<file path="config.mk">
export PLATFORM = sky130hd
export DESIGN_NAME = jt1943_objbuf_line
export DESIGN_NICKNAME = d
export VERILOG_FILES = /design/src/rtl/jt1943_obj_pkg.sv /design/src/rtl/jt1943_objbuf_ram.sv /design/src/rtl/jt1943_objbuf_line.sv
export SDC_FILE = /design/constraint.sdc
export NUM_CORES = 2
export LEC_CHECK = 0
export BUFFER_PORTS_ARGS = -buffer_cell sky130_fd_sc_hd__buf_2
export CAP_MARGIN = 20
export CORE_MARGIN = 4
export CORE_UTILIZATION = 45
export DETAILED_ROUTE_END_ITERATION = 16
export SYNTH_ARGS = -nofsm -noshare
export SYNTH_HDL_FRONTEND = slang
export SYNTH_SLANG_ARGS = --single-unit
</file>
<file path="constraint.sdc">
create_clock -name clk -period 6.86 [get_ports clk]
set_input_delay 0.686 -clock clk [delete_from_list [all_inputs] [get_ports clk]]
set_output_delay 0.686 -clock clk [all_outputs]
set_load 0.02 [all_outputs]
</file>
<file path="src/rtl/jt1943_obj_pkg.sv">
// Shared constants and types for the 1943 object line buffer.
// Latency: n/a (declarations only).
// Backpressure: n/a.
//
// Contents: transparent colour nibble, blank pixel value, line width,
// buffer state enum and a small opacity helper.
package jt1943_obj_pkg;

  // Colour nibble that marks a see-through object pixel
  localparam logic [3:0] OBJ_TRANSP = 4'hf;
  // Value stored in an empty location and presented when no object is on a pixel
  localparam logic [7:0] OBJ_BLANK  = 8'hff;
  // Pixels held per bank
  localparam int         OBJ_LINE_W = 256;

  typedef enum logic {
    CLR = 1'b0,
    RUN = 1'b1
  } objbuf_state_t;

  // True when a colour nibble carries visible data
  function automatic logic is_opaque(input logic [3:0] col, input logic [3:0] transp);
    return col != transp;
  endfunction

endpackage

</file>
<file path="src/rtl/jt1943_objbuf_ram.sv">
// Single-port 2^AW x DW synchronous RAM, one bank of the object line buffer.
// Latency: read data registered, valid the clk after the address is presented.
// Backpressure: none; a read and a write may share a clk (read returns old data).
//
// Ports:
//   clk     in   clock
//   i_addr  in   AW   address for both read and write
//   i_we    in   1    write enable
//   i_wdat  in   DW   write data
//   o_rdat  out  DW   registered read data
module jt1943_objbuf_ram #(
  parameter int AW = 8,
  parameter int DW = 8
) (
  input  logic          clk,
  input  logic [AW-1:0] i_addr,
  input  logic          i_we,
  input  logic [DW-1:0] i_wdat,
  output logic [DW-1:0] o_rdat
);

  logic [DW-1:0] r_mem [0:(1<<AW)-1];
  logic [DW-1:0] r_rdat;

  always_ff @(posedge clk) begin
    if (i_we) r_mem[i_addr] <= i_wdat;
    r_rdat <= r_mem[i_addr];
  end

  assign o_rdat = r_rdat;

endmodule

</file>
<file path="src/rtl/jt1943_objbuf_line.sv">
// Double-buffered object line buffer: stores line N+1 from the draw stage, plays back line N.
// Latency: obj_pxl presents the pixel addressed by hdump one cen6 slot after hdump is sampled.
// Backpressure: none; one write and one read/clear every 4-clk cen6 slot, busy high during clear sweep.
//
// Ports:
//   clk      in   1    system clock (24 MHz)
//   rst_n    in   1    synchronous reset, active low
//   cen6     in   1    pixel enable, one clk in every 4
//   LHBL     in   1    line blank, active low; falling edge swaps banks
//   posx     in   9    write x; bit 8 set means off-line (no write)
//   pxl_in   in   DW   pixel from the draw stage
//   hdump    in   AW   read x of the line on screen
//   obj_pxl  out  DW   buffered pixel, all ones when no object
//   busy     out  1    high while the post-reset clear sweep runs
//
// Build option: define JT1943_OBJBUF_FIRSTWIN_EN so that the first opaque
// pixel drawn at a location wins; otherwise the last opaque pixel wins.
module jt1943_objbuf_line
  import jt1943_obj_pkg::*;
#(
  parameter int         AW     = 8,
  parameter int         DW     = 8,
  parameter logic [3:0] TRANSP = OBJ_TRANSP
) (
  input  logic          clk,
  input  logic          rst_n,
  input  logic          cen6,
  input  logic          LHBL,
  input  logic [8:0]    posx,
  input  logic [DW-1:0] pxl_in,
  input  logic [AW-1:0] hdump,
  output logic [DW-1:0] obj_pxl,
  output logic          busy
);

  localparam logic [DW-1:0] BLANK    = {DW{1'b1}};
  localparam logic [AW:0]   CLR_LAST = {1'b0, {AW{1'b1}}};

  objbuf_state_t r_state;
  logic          r_busy;
  logic [AW:0]   r_cnt;
  logic [1:0]    r_ph;
  logic          r_wsel;
  logic          r_lhbl;

  // Slot registers, captured at cen6 and held for the whole 4-clk slot
  logic          r_slot_vld;
  logic [8:0]    r_slot_posx;
  logic [DW-1:0] r_slot_pxl;
  logic [AW-1:0] r_slot_hdump;
  logic          r_slot_wsel;

  logic [DW-1:0] r_rdat;
  logic [DW-1:0] r_obj_pxl;

  logic          w_clr;
  logic          w_ph2;
  logic          w_wr_ok;
  logic [DW-1:0] w_rd_rdat;

  logic [AW-1:0] w_addr [2];
  logic          w_we   [2];
  logic [DW-1:0] w_wdat [2];
  logic [DW-1:0] w_rdat [2];

  // rst_n gates the RAM strobes so a reset landing mid-slot drops the pending write
  assign w_clr = (r_state == CLR) && rst_n;
  assign w_ph2 = (r_state == RUN) && r_slot_vld && (r_ph == 2'd2) && rst_n;

  // The bank not selected for writing is the one on screen
  assign w_rd_rdat = r_slot_wsel ? w_rdat[0] : w_rdat[1];

`ifdef JT1943_OBJBUF_FIRSTWIN_EN
  logic [DW-1:0] w_wr_rdat;
  // Phase-1 read of the write bank: only fill a location that still holds see-through data
  assign w_wr_rdat = r_slot_wsel ? w_rdat[1] : w_rdat[0];
  assign w_wr_ok   = !r_slot_posx[8]
                   && is_opaque(r_slot_pxl[3:0], TRANSP)
                   && !is_opaque(w_wr_rdat[3:0], TRANSP);
`else
  assign w_wr_ok   = !r_slot_posx[8] && is_opaque(r_slot_pxl[3:0], TRANSP);
`endif

  for (genvar b = 0; b < 2; b++) begin : g_bank
    logic w_is_wr;
    assign w_is_wr = (r_slot_wsel == 1'(b));

    // Write bank follows posx, read bank follows hdump; the clear sweep hits both
    assign w_addr[b] = w_clr   ? r_cnt[AW-1:0] :
                       w_is_wr ? r_slot_posx[AW-1:0] : r_slot_hdump;
    assign w_we[b]   = w_clr || (w_ph2 && (!w_is_wr || w_wr_ok));
    assign w_wdat[b] = (w_clr || !w_is_wr) ? BLANK : r_slot_pxl;

    jt1943_objbuf_ram #(
      .AW (AW),
      .DW (DW)
    ) u_ram (
      .clk    (clk),
      .i_addr (w_addr[b]),
      .i_we   (w_we[b]),
      .i_wdat (w_wdat[b]),
      .o_rdat (w_rdat[b])
    );
  end

  always_ff @(posedge clk) begin
    if (!rst_n) begin
      r_state      <= CLR;
      r_busy       <= 1'b1;
      r_cnt        <= '0;
      r_ph         <= 2'd0;
      r_wsel       <= 1'b0;
      r_lhbl       <= 1'b1;
      r_slot_vld   <= 1'b0;
      r_slot_posx  <= '0;
      r_slot_pxl   <= '0;
      r_slot_hdump <= '0;
      r_slot_wsel  <= 1'b0;
      r_rdat       <= BLANK;
      r_obj_pxl    <= BLANK;
    end else begin
      // cen6 marks phase 0, so the clk after it is phase 1
      r_ph <= cen6 ? 2'd1 : r_ph + 2'd1;

      case (r_state)
        CLR: begin
          r_cnt <= r_cnt + 1'b1;
          if (r_cnt == CLR_LAST) begin
            r_state <= RUN;
            r_busy  <= 1'b0;
          end
        end

        RUN: begin
          if (cen6) begin
            r_lhbl <= LHBL;
            if (r_lhbl && !LHBL) r_wsel <= ~r_wsel;
            // The slot keeps the bank select in force when it starts
            r_slot_vld   <= 1'b1;
            r_slot_posx  <= posx;
            r_slot_pxl   <= pxl_in;
            r_slot_hdump <= hdump;
            r_slot_wsel  <= r_wsel;
            r_obj_pxl    <= r_rdat;
          end
          if (w_ph2) r_rdat <= w_rd_rdat;
        end

        default: r_state <= CLR;
      endcase
    end
  end

  assign obj_pxl = r_obj_pxl;
  assign busy    = r_busy;

endmodule

</file>
# [After elaboration in Yosys (flattened, before gate mapping)]
# Memory sizes are Yosys's and may differ from the RTL's. A register that Yosys moved wholly into a read port is not among the register bits.
# Index checks and enable logic that the tools add are counted.
[word_totals] input_bits=29 n_memories=2 register_bits=58 word_cells=60 ram_bits=4096
[op_classes] n_mux=14 eq_ne=3 reduce_logical=22 n_addsub=2 bitwise=3
[memory_table] memory="g_bank[0].u_ram.r_mem" words=256 word_bits=8 read_ports=1 rd_ports_with_merged_regs=1 wr=1 line_no="jt1943_objbuf_ram.sv:22" source="logic [DW-1:0] r_mem [0:(1<<AW)-1];"
[memory_table] memory="g_bank[1].u_ram.r_mem" words=256 word_bits=8 read_ports=1 rd_ports_with_merged_regs=1 wr=1 line_no="jt1943_objbuf_ram.sv:22"
[op_table] operator="$mux 8" n=7
[op_table] operator="$add 9x1->9 const B" n=1
[op_table] operator="$eq 9x8->1 const B" n=1
[op_table] operator="$logic_and 1x1->1" n=8
[op_table] operator="$mux 1" n=7
[op_table] operator="$logic_or 1x1->1" n=6
[op_table] operator="$reduce_and 2->1" n=3
[op_table] operator="$ne 4x4->1 const B" n=1
[op_table] operator="$logic_not 1->1" n=3
[op_table] operator="$not 1->1" n=3
[op_table] operator="$reduce_and 3->1" n=1
[op_table] operator="$add 2x1->2 const B" n=1
[op_table] operator="$eq 2x2->1 const B" n=1
[op_table] operator="$reduce_or 2->1" n=1

# [Longest topological paths before layout]
[logic_depth] word_depth=7 ltp_mapped=14 mapped_depth_nobuf=8

# [Hierarchy]
# From an unflattened synthesis, not the netlist that was laid out.
[unflattened] hier_cells=7418 hier_area_um2=159709.4
[modules_own_cells] module="jt1943_objbuf_ram" n_inst=2 cells_per_inst=3547 area_each_um2=78492.8 seq_area_each_um2=61659.1
[modules_own_cells] module="jt1943_objbuf_line" n_inst=1 cells_per_inst=324 area_each_um2=2723.9 seq_area_each_um2=1161.1

# [Worst setup path after synthesis]
# No wires, ideal clock.
[synth_timing] path_type="input port to flip-flop" startpoint="input rst_n" endpoint="memory g_bank[0].u_ram.r_mem[0][4] (data pin)" arrival_time_ns=4.923 setup_ns=0.831 setup_slack_ns=1.107 path_stages=6 required_ns=6.029 n_path_buf=4 path_cell_list="and2b_1 buf_2 clkbuf_1 clkbuf_1 clkbuf_1 or3_1"
[synth_between] elab_chain_len=3
[synth_rtl] element="start, declared" line_no="jt1943_objbuf_line.sv:26" source="input logic rst_n,"
[synth_rtl] element="$logic_and 1x1->1" line_no="jt1943_objbuf_line.sv:67" source="assign w_clr = (r_state == CLR) && rst_n;"
[synth_rtl] element="$logic_or 1x1->1" line_no="jt1943_objbuf_line.sv:92" source="assign w_wdat[b] = (w_clr || !w_is_wr) ? BLANK : r_slot_pxl;"
[synth_rtl] element="$mux 8" line_no="jt1943_objbuf_line.sv:92"
[synth_rtl] element="net g_bank[0].u_ram.i_wdat[4]" line_no="jt1943_objbuf_ram.sv:18" source="input logic [DW-1:0] i_wdat,"
[synth_rtl] element="end, declared" line_no="jt1943_objbuf_ram.sv:22"
# The timed path passes the listed nets, and every way through them passes these cells.

# [Worst setup path in the final report]
[layout_timing] startpoint="register r_state" endpoint="register g_bank[0].u_ram.r_rdat[6], read port of g_bank[0].u_ram.r_mem"
[layout_between] elab_chain_len=3
[layout_rtl] element="start, declared" line_no="jt1943_objbuf_line.sv:39" source="objbuf_state_t r_state;"
[layout_rtl] element="start signal, assigned" line_no="jt1943_objbuf_line.sv:108" source="r_state <= CLR;"
[layout_rtl] element="start signal, assigned" line_no="jt1943_objbuf_line.sv:129" source="r_state <= RUN;"
[layout_rtl] element="start signal, assigned" line_no="jt1943_objbuf_line.sv:149" source="default: r_state <= CLR;"
[layout_rtl] element="$not 1->1"
[layout_rtl] element="$logic_and 1x1->1" line_no="jt1943_objbuf_line.sv:67"
[layout_rtl] element="$mux 8" line_no="jt1943_objbuf_line.sv:89" source="assign w_addr[b] = w_clr ? r_cnt[AW-1:0] :"
[layout_rtl] element="end, declared" line_no="jt1943_objbuf_ram.sv:23" source="logic [DW-1:0] r_rdat;"
# Every way passes these cells.
# A chain may end at the register's enable or synchronous reset.

==> summary.txt <==
Status
  • Outcome: finished, final reports clean

Synth
  • Post-synth EDFFs: 4,096
  • Ys flop type: edfxtp_1
  • Fraction of registers with async set/reset: 0
  • Synthesized flop and latch total: 4,170
  • Ys Warns: 0
  • Post-synth net total: 11,550
  • Top post-synthesis cells by area: edfxtp_1 (74%), mux2i_1 (5.5%), nand2_1 (5.3%), nand3_1 (2.4%), nor2_1 (1.2%)
  • Post-synthesis sequential area ratio: 0.745
  • Share of the synthesized area in the top cell type: 0.736
  • Netlist cell types: 60
  • Cell count after synthesis: 11,518
  • Syn_area_per_cell: 14.5 sq um
  • Area of the mapped netlist: 167,000 sq um
  • Synth area leader: edfxtp_1

Placement
  • Detailed Place HPWL: 278,000 um
  • Port Buf Inserts: 37
  • Placed insts: 15,907
  • Gpl congestion: 0.890

Clock tree
  • Sink Count: 4,170
  • Postcts setup bufs: 0
  • Post-CTS Resized: 0
  • CTS H-tree lvls: 5
  • CTS tree: yes
  • Clock Path Buffers: 4
  • Clk_lat worst skew: 0.96 ns
  • Clk pin slew, worst setup/hold paths: 0.06 ns
  • CTS buffer count: 425
  • Root buffer cell: clkbuf_16

Die
  • # IOs: 38
  • Num rows: 223
  • Die Y: 617 um
  • Die area: 381,000 sq um
  • Core ar.: 369,000 sq um
  • Initial Util: 0.452
  • Die Wd: 617 um

Power and ir drop
  • Max IR drop VDD: 253 uV
  • Leak: 61.3 nW
  • Power Dens Cells: 288 nW/um^2

Routing
  • DRT Wirelength: 456,000 um
  • Drt drc: 0
  • Via/cell ratio: 5.97
  • Wirelength per Cell: 27.3 um
  • DRT antenna net count: 0
  • Vias: 99,665
  • Pre-antenna DRT Iters: 6
  • Iteration-0 DRC Markers: 11,777

Finish
  • Synth-to-Final Area Change: 11.2%
  • Nets: 11,430
  • Final Instance Count excl. Fillers: 16,689
  • Layout cells sized above 1: 0.0803
  • Final Util: 0.503

Global routing
  • Pin count of the biggest net entering global routing: 181
  • Vias in the first global route: 95,322
  • First-pass GRT wire length: 662,000 um
  • Initial antenna violation count: 9
  • Overflow after GRT: 0
  • Overall routing resource usage: 0.232

Min path
  • Hold path cells: 3
  • Hold Startpoint: hdump[7]
  • Worst hold-check path type: in -> reg
  • Hold Crit Endpoint: r_slot_hdump[7]

Timing
  • Least-Margin Pin Slew: 1.20 ns
  • Final period utilization: 0.752
  • Max Freq: 0.194 GHz
  • Worst hold margin: 0.0678 ns
  • Final setup TNS: 0 ns
  • Worst Skew: 0.0907 ns
  • Final Max Tran Viols: 0
  • Final setup fails: 0
  • Unrepaired setup endpoints after global routing: false
  • Min Clock Period, post-route: 5.16 ns
  • Relative slew margins: 0.199
  • Fin. Hold Viols: 0

Worst setup path
  • Worst setup SP type: flip-flop
  • CP max stage delay: 1.03 ns
  • Crit path cell chain: nand2b_2 -> a21oi_4 -> buf_12 -> mux2i_1 -> mux2i_1 -> o2111ai_1 -> nand4_1 -> a22oi_1 -> nand4_1
  • Arr. time, crit path: 5.90 ns
  • Worst setup EP type: flip-flop
  • Crit path max fanout: 145
  • Slowest cell on the critical path: a21oi_4
  • CP required: 7.60 ns
  • Crit Path Category: reg -> reg
  • Register-to-register setup slack: 1.70 ns
  • Reg2reg end: g_bank[0].u_ram.o_rdat[6]
  • R2r startpoint: r_state
  • R2r worst-path depth: 9

Run
  • Number of max-cap violations: 0
## cell families (layout without fill, tap and decap cells)
logic type               count (synthesis)  count (layout)  share of synthesized area
XOR/XNOR                                 8               8                   0.000419
flip-flops                            4170            4170                      0.745
AND/OR/NAND/NOR                       3974            3974                     0.0996
buffers and inverters                  831            1050                     0.0236
AO/OA/AOI/OAI                         1599            1599                     0.0751
other                                    0               2                          0
multiplexers                           933             933                     0.0560
adder cells (fa/ha/maj)                  3               3                   0.000225
## cells in the final DEF, fill, tap and decap left out, types with 136 or more instances in the layout
| cell | netlist | final |
|---|---|---|
| o2111ai_1 | 176 | 176 |
| mux2i_1 | 924 | 923 |
| a21oi_1 | 231 | 228 |
| clkbuf_16 | 0 | 430 |
| edfxtp_1 | 4096 | 4096 |
| a311oi_1 | 208 | 208 |
| nor2_1 | 552 | 540 |
| nand2_1 | 2349 | 2349 |
| nand3_1 | 807 | 807 |
| o211a_1 | 176 | 176 |
| a22oi_1 | 136 | 136 |
| buf_4 | 55 | 174 |
| a211oi_1 | 208 | 208 |
## sequential cells by signal, indices dropped and copies added (netlist names), 2 cells and up
register,cells
g_bank.u_ram.o_rdat,16
g_bank.u_ram.r_mem,4096
r_rdat,8
r_slot_hdump,8
r_ph,2
r_cnt,9
r_slot_posx,9
obj_pxl,8
r_slot_pxl,8
## timing repair
item,CTS,global route
setup endpoints to repair,0,0
endpoints found under the hold margin,8,0
hold buffers,7,0
## worst max path at each step
stage                                 start                          end  depth (start not counted)
after floorplan                       rst_n  g_bank[0].u_ram.r_mem[0][4]                          6
after global placement                rst_n    g_bank[1].u_ram.o_rdat[2]                         11
after detailed placement              rst_n    g_bank[0].u_ram.o_rdat[1]                         10
after CTS                 g_bank[1].w_is_wr    g_bank[0].u_ram.o_rdat[6]                         10
after global routing                r_state    g_bank[0].u_ram.o_rdat[1]                          9
final                               r_state    g_bank[0].u_ram.o_rdat[6]                          9
## power breakdown
| part | leakage (nW) | internal [mW] | switching, mW |
|---|---|---|---|
| clock | 6.59 | 13.0 | 9.52 |
| sequential | 36.8 | 27.8 | 0.0633 |
| combinational | 18.0 | 0.844 | 2.27 |
| total | 61.3 | 41.7 | 11.9 |
## per-stage QoR
step / setup WS, ns / total power, mW / instance area [sq um]
2_1_floorplan: 1.11 / 30.4 / 167000
3_3_place_gp: 1.41 / 31.4 / 172000
3_5_place_dp: 1.49 / 31.5 / 172000
4_1_cts: 1.77 / 53.8 / 186000
5_1_grt: 1.43 / 55.1 / 186000
6_report: 1.70 / 53.5 / 186000
## critical path, delay by kind of cell, from the launching register on
family | cells | cell delay (ns)
AND/OR/NAND/NOR | 3 | 1.05
multiplexers | 2 | 0.46
flip-flops | 1 | 0.45
AO/OA/AOI/OAI | 3 | 2.12
buffers and inverters | 1 | 0.53
## routing by layer
layer,share of wire,GRT usage
met1,0.41,0.323
met2,0.47,0.365
met3,0.079,0.0356
met4,0.046,0.0952
met5,0.000055,0
## cell type report
| type | count | area, sq um |
|---|---|---|
| clock buffers | 560 | 11400 |
| flip-flops and latches | 4170 | 124000 |
| clock inverters | 206 | 2030 |
| inverters | 4 | 15.0 |
| diodes | 2 | 5.00 |
| multi-input cells | 6517 | 38900 |
| well taps | 4950 | 6190 |
| fillers | 30700 | 184000 |
| repair buffers | 280 | 2710 |
## synth_stat cells, drive strengths merged (82+ instances only)
cell / count
nand3: 807
a221oi: 120
a32oi: 128
nor2: 559
nand4: 84
a22oi: 136
a311oi: 208
buf: 526
nand2: 2349
edfxtp: 4096
clkbuf: 301
o211a: 176
o2111ai: 176
a21oi: 234
a211oi: 208
a31oi: 96
mux2i: 925
and2: 82
Power figures use the tool's default switching activity.
